`src/rtl/mux_scan_sequencer.sv`:
```
// rtl/mux_scan_sequencer.sv - scan sequencer driving a 4:1 mux select and capturing one bit per channel
module mux_scan_sequencer #(
  parameter int DWELL = 4
) (
  input  logic       clk,
  input  logic       rst_n,
  input  logic       start,
  input  logic       continuous,
  input  logic       w,
  input  logic       ack,
  output logic [1:0] s,
  output logic       busy,
  output logic [3:0] sample,
  output logic       valid,
  output logic       overrun
);

  localparam int CW = (DWELL > 1) ? $clog2(DWELL) : 1;
  localparam logic [CW-1:0] CNT_LAST = CW'(DWELL - 1);
  localparam logic [CW-1:0] CNT_ONE  = CW'(1);

  typedef enum logic [1:0] {
    IDLE = 2'd0,
    SCAN = 2'd1,
    DONE = 2'd2
  } state_t;

  state_t        state, state_nx;
  logic [CW-1:0] cnt, cnt_nx;
  logic [1:0]    s_nx;
  logic          busy_nx, valid_nx, overrun_nx;
  logic [3:0]    sample_nx;
  // bits captured during the scan in progress; only published to sample in DONE
  logic [3:0]    shadow, shadow_nx;

  // state and output registers; reset discards any partial shadow
  always_ff @(posedge clk or negedge rst_n) begin
    if (!rst_n) begin
      state   <= IDLE;
      cnt     <= '0;
      s       <= 2'd0;
      busy    <= 1'b0;
      valid   <= 1'b0;
      overrun <= 1'b0;
      sample  <= 4'b0000;
      shadow  <= 4'b0000;
    end else begin
      state   <= state_nx;
      cnt     <= cnt_nx;
      s       <= s_nx;
      busy    <= busy_nx;
      valid   <= valid_nx;
      overrun <= overrun_nx;
      sample  <= sample_nx;
      shadow  <= shadow_nx;
    end
  end

  // next-state and next-output logic for the scan sequence and handshake
  always_comb begin
    state_nx   = state;
    cnt_nx     = cnt;
    s_nx       = s;
    busy_nx    = busy;
    valid_nx   = valid;
    overrun_nx = overrun;
    sample_nx  = sample;
    shadow_nx  = shadow;

    // ack clears valid in any state; DONE below overrides with the new sample
    if (valid && ack) begin
      valid_nx = 1'b0;
    end

    case (state)
      IDLE: begin
        if (start) begin
          state_nx   = SCAN;
          s_nx       = 2'd0;
          cnt_nx     = '0;
          busy_nx    = 1'b1;
          overrun_nx = 1'b0;
        end
      end

      SCAN: begin
        if (cnt != CNT_LAST) begin
          cnt_nx = cnt + CNT_ONE;
        end else begin
          // last dwell cycle: the mux output has had DWELL-1 cycles to settle
          shadow_nx[s] = w;
          cnt_nx       = '0;
          if (s == 2'd3) begin
            state_nx = DONE;
          end else begin
            s_nx = s + 2'd1;
          end
        end
      end

      DONE: begin
        sample_nx = shadow;
        valid_nx  = 1'b1;
        // an ack on this same edge counts as consuming the old word
        if (valid && !ack) begin
          overrun_nx = 1'b1;
        end
        s_nx   = 2'd0;
        cnt_nx = '0;
        if (continuous) begin
          state_nx = SCAN;
        end else begin
          state_nx = IDLE;
          busy_nx  = 1'b0;
        end
      end

      default: begin
        state_nx = IDLE;
        s_nx     = 2'd0;
        cnt_nx   = '0;
        busy_nx  = 1'b0;
      end
    endcase
  end

endmodule

```
`config.mk`:
```
export PLATFORM = sky130hd
export DESIGN_NAME = mux_scan_sequencer
export DESIGN_NICKNAME = d
export VERILOG_FILES = /design/src/rtl/mux_scan_sequencer.sv
export SDC_FILE = /design/constraint.sdc
export NUM_CORES = 1
export LEC_CHECK = 0
export ABC_AREA = 0
export CAP_MARGIN = 20
export CORE_ASPECT_RATIO = 1.25
export CORE_UTILIZATION = 49
export DETAILED_ROUTE_END_ITERATION = 10
export GPL_TIMING_DRIVEN = 0
export HOLD_SLACK_MARGIN = 0.1
export PLACE_DENSITY = 0.83
export SKIP_LAST_GASP = 1
export SYNTH_ARGS = -nofsm -noshare
export SYNTH_HDL_FRONTEND = slang
export SYNTH_SLANG_ARGS = --single-unit
```
`constraint.sdc`:
```
create_clock -name clk -period 1.8 [get_ports clk]
set_clock_uncertainty 0.05 [all_clocks]
set_input_delay 0.36 -clock clk [delete_from_list [all_inputs] [get_ports clk]]
set_output_delay 0.36 -clock clk [all_outputs]
set_load 0.01 [all_outputs]
```
==> results.md <==
* Synth async-reset ratio at between 90% and 100%
* CP max FO at 6
* Hold-fix buffers, CTS at 0
* RSZ-0062 raised after global routing: false
* Status: complete, no violations
* Tmin final at 1.72 ns
* Top-count cell post-synth: dfrtp_1
* Post_cts resized at 0
* Critical path type: reg -> out
* Worst path max stage delay at ~0.57 ns
* Die area at 1810 sq um
* Type of origin of the critical path: flop
* Cells after synthesis at 70
* Fillers at roughly 140
* Synth-to-layout area growth at 23.4%
* Setup Fix Bufs, Post-CTS at 0
* Max clock buf depth at 2
* IO Port Bufs at 14
* Worst R2R Path Depth at 4
* Reg area at approximately 430 sq um
* Largest cells by area after synthesis: dfrtp_1 (53%), mux2_2 (9.8%), ha_1 (7.8%)
* Worst min-delay path class: in -> async
* CP arrival at between 1 and 1.5 ns
* ANT nets after route at 0
* Leak at 0.431 nW
* Ys flop type: dfrtp_1
* Pre-antenna DRT Iters at 4
* Max rail drop VDD at a little under 700 uV
* Largest net degree at the start of global routing at 18
* Top-area cell type share of the netlist area at 52.8%
* Proportion of layout cells with a drive suffix above 1 at approximately 17%
* CP cell instances: clkdlybuf4s50_1
* All-Layer GR Usage at about a fifth
* DR WL/cell at ~13 microns
* Core Area at 1560 sq um
* PwrDens at approximately 1300 nW/um^2
* Worst-Margin Slew at ~0.73 ns
* H-tree Lvls at 1
* Cell taking the most area after synthesis: dfrtp_1
* Worst-Skew Late Latency at approximately 0.29 ns
* Vias per Instance at 5.37
* Setup TNS at 0 ns
* Total gr overflow at 0
* Vias in the first global route at approximately 560
* Vias at about 570
* Detailed-route DRC error count at 0
* Delay-heaviest family, CP: buffers and inverters
* Slew headroom at ~51%
* Top Ports at 15
* Synth warn at 0
* Seq/Total Area, Yosys at between 50% and 60%
* Row Count at 16
* FF-to-FF setup slack at roughly 0.11 ns
* Synthesized cell area at approximately 810 sq um
* Final-report hold violation count at 0
* List of most frequent post-synthesis cells: dfrtp_1 (17), mux2_2 (7)
* Clk pin slew, worst setup/hold paths at 0.09 ns
* CTS tree: done
* RD Place Congestion at roughly 0.84
* Ant diodes at 0
* Setup crit end kind: primary output
* R2r endpoint: s[0]
* FF-to-FF Start: s[0]
* Iter 0 DRT Violations at 4
* Critical path's slowest cell: clkdlybuf4s50_1
* Clk sinks at 17
* Mean Syn Cell Area at approximately 12 sq um
* Post-DP HPWL at between 1000 and 1500 microns
* Worst endpoint required time at around 1.4 ns
* Max Slew Vio Count at 0
* Net Count, Synth at 81
* Die height at 47.3 microns
* Initial antenna violation count at 0
* TritonCTS buffer count at 3
* Initial Util at between 50% and 60%
* Final net count at 100
* Final Power at ~1.3 mW
* Clock Tree Root: clkbuf_4
* Final wirelength at approximately 1400 microns
* Max_cap viols at 0
* Area of the multi-input gates at ~350 sq um
* Yosys reg bits at 17
* FMAX at a little under 0.6 GHz
* First-pass GRT wire length at ~2300 microns
* Crit path buf inv count at 1
* Die W at 38.3 microns
* EDFF count, synth at 0
* Final setup viols at 0
* Unique masters post-synth at 23
* Final critical-path share of the clock period at between 90% and 100%
[state kept, by name, indices dropped and copies added (netlist names)]
register  cells
sample        4
shadow        4
cnt           2
s             2
state         2
busy          1
overrun       1
valid         1
[metrics by stage]
step	cell area, sq um	hold WS, ns	worst slack [ns]	util, %	cells
4_1_cts	995	0.464	0.0684	63.7	106
5_1_grt	995	0.478	0.00980	63.7	106
6_report	995	0.449	0.0767	63.7	106
3_3_place_gp	968	0.433	0.210	62.0	102
2_1_floorplan	806	0.0144	0.246	-	70
3_5_place_dp	968	0.443	0.138	62.0	102
[routing by layer]
metal  up-vias  wire [microns]  global-route usage (%)
li1        281               -                       -
met1       268             557                    21.4
met2        17             714                    32.2
met3         3              66                    5.21
met4         0              25                    10.7
met5         -               0                       0
[report_power, final]
| part | leakage (nW) | switching (mW) | total [mW] | internal, mW |
|---|---|---|---|---|
| registers | 0.214 | 0.0892 | 0.592 | 0.503 |
| logic | 0.202 | 0.216 | 0.480 | 0.264 |
| clock network | 0.0150 | 0.111 | 0.198 | 0.0862 |
| total | 0.431 | 0.417 | 1.27 | 0.853 |
[worst reg2reg max path, stage by stage (launching register included)]
cell      delay (ns)
dfrtp_1         0.45
ha_1            0.27
nand2b_1        0.18
or3b_2          0.44
a31oi_1         0.20
[cell families (layout without fill, tap and decap cells)]
family,after synthesis,count (layout),share of synthesized area (%)
compound gates,10,10,6.83
flops,17,17,52.8
fa+ha+maj,5,5,7.76
buf+inv,6,24,3.73
mux,8,8,11.6
simple gates,24,24,17.2
[cell type report]
type,instances,area share (%)
sequential,17,42.8
multi-input combinational,47,35.2
timing repair buffer,14,14.1
clock buffer,4,2.64
tap,18,2.26
buffer,2,1.51
inverter,4,1.51
[cell usage in the layout (no fill, tap or decap), types with 3 or more instances in the layout]
master	instances
nor2_1	5
ha_1	5
clkdlybuf4s50_1	14
clkbuf_4	3
nand2_1	5
inv_1	4
mux2_2	7
o21ai_0	5
dfrtp_1	17
[worst max-delay path by stage]
stage          start  endpoint  slack [ns]  cells after the start
6_report        s[0]      s[0]        0.08                      1
5_1_grt         s[1]      s[1]        0.01                      1
4_1_cts         s[0]      s[0]        0.07                      1
3_5_place_dp    s[0]      s[0]        0.14                      4
3_3_place_gp    s[0]      s[0]        0.21                      4
2_1_floorplan   s[0]      s[0]        0.25                      4
No activity file was read; power rests on OpenSTA's default activity.
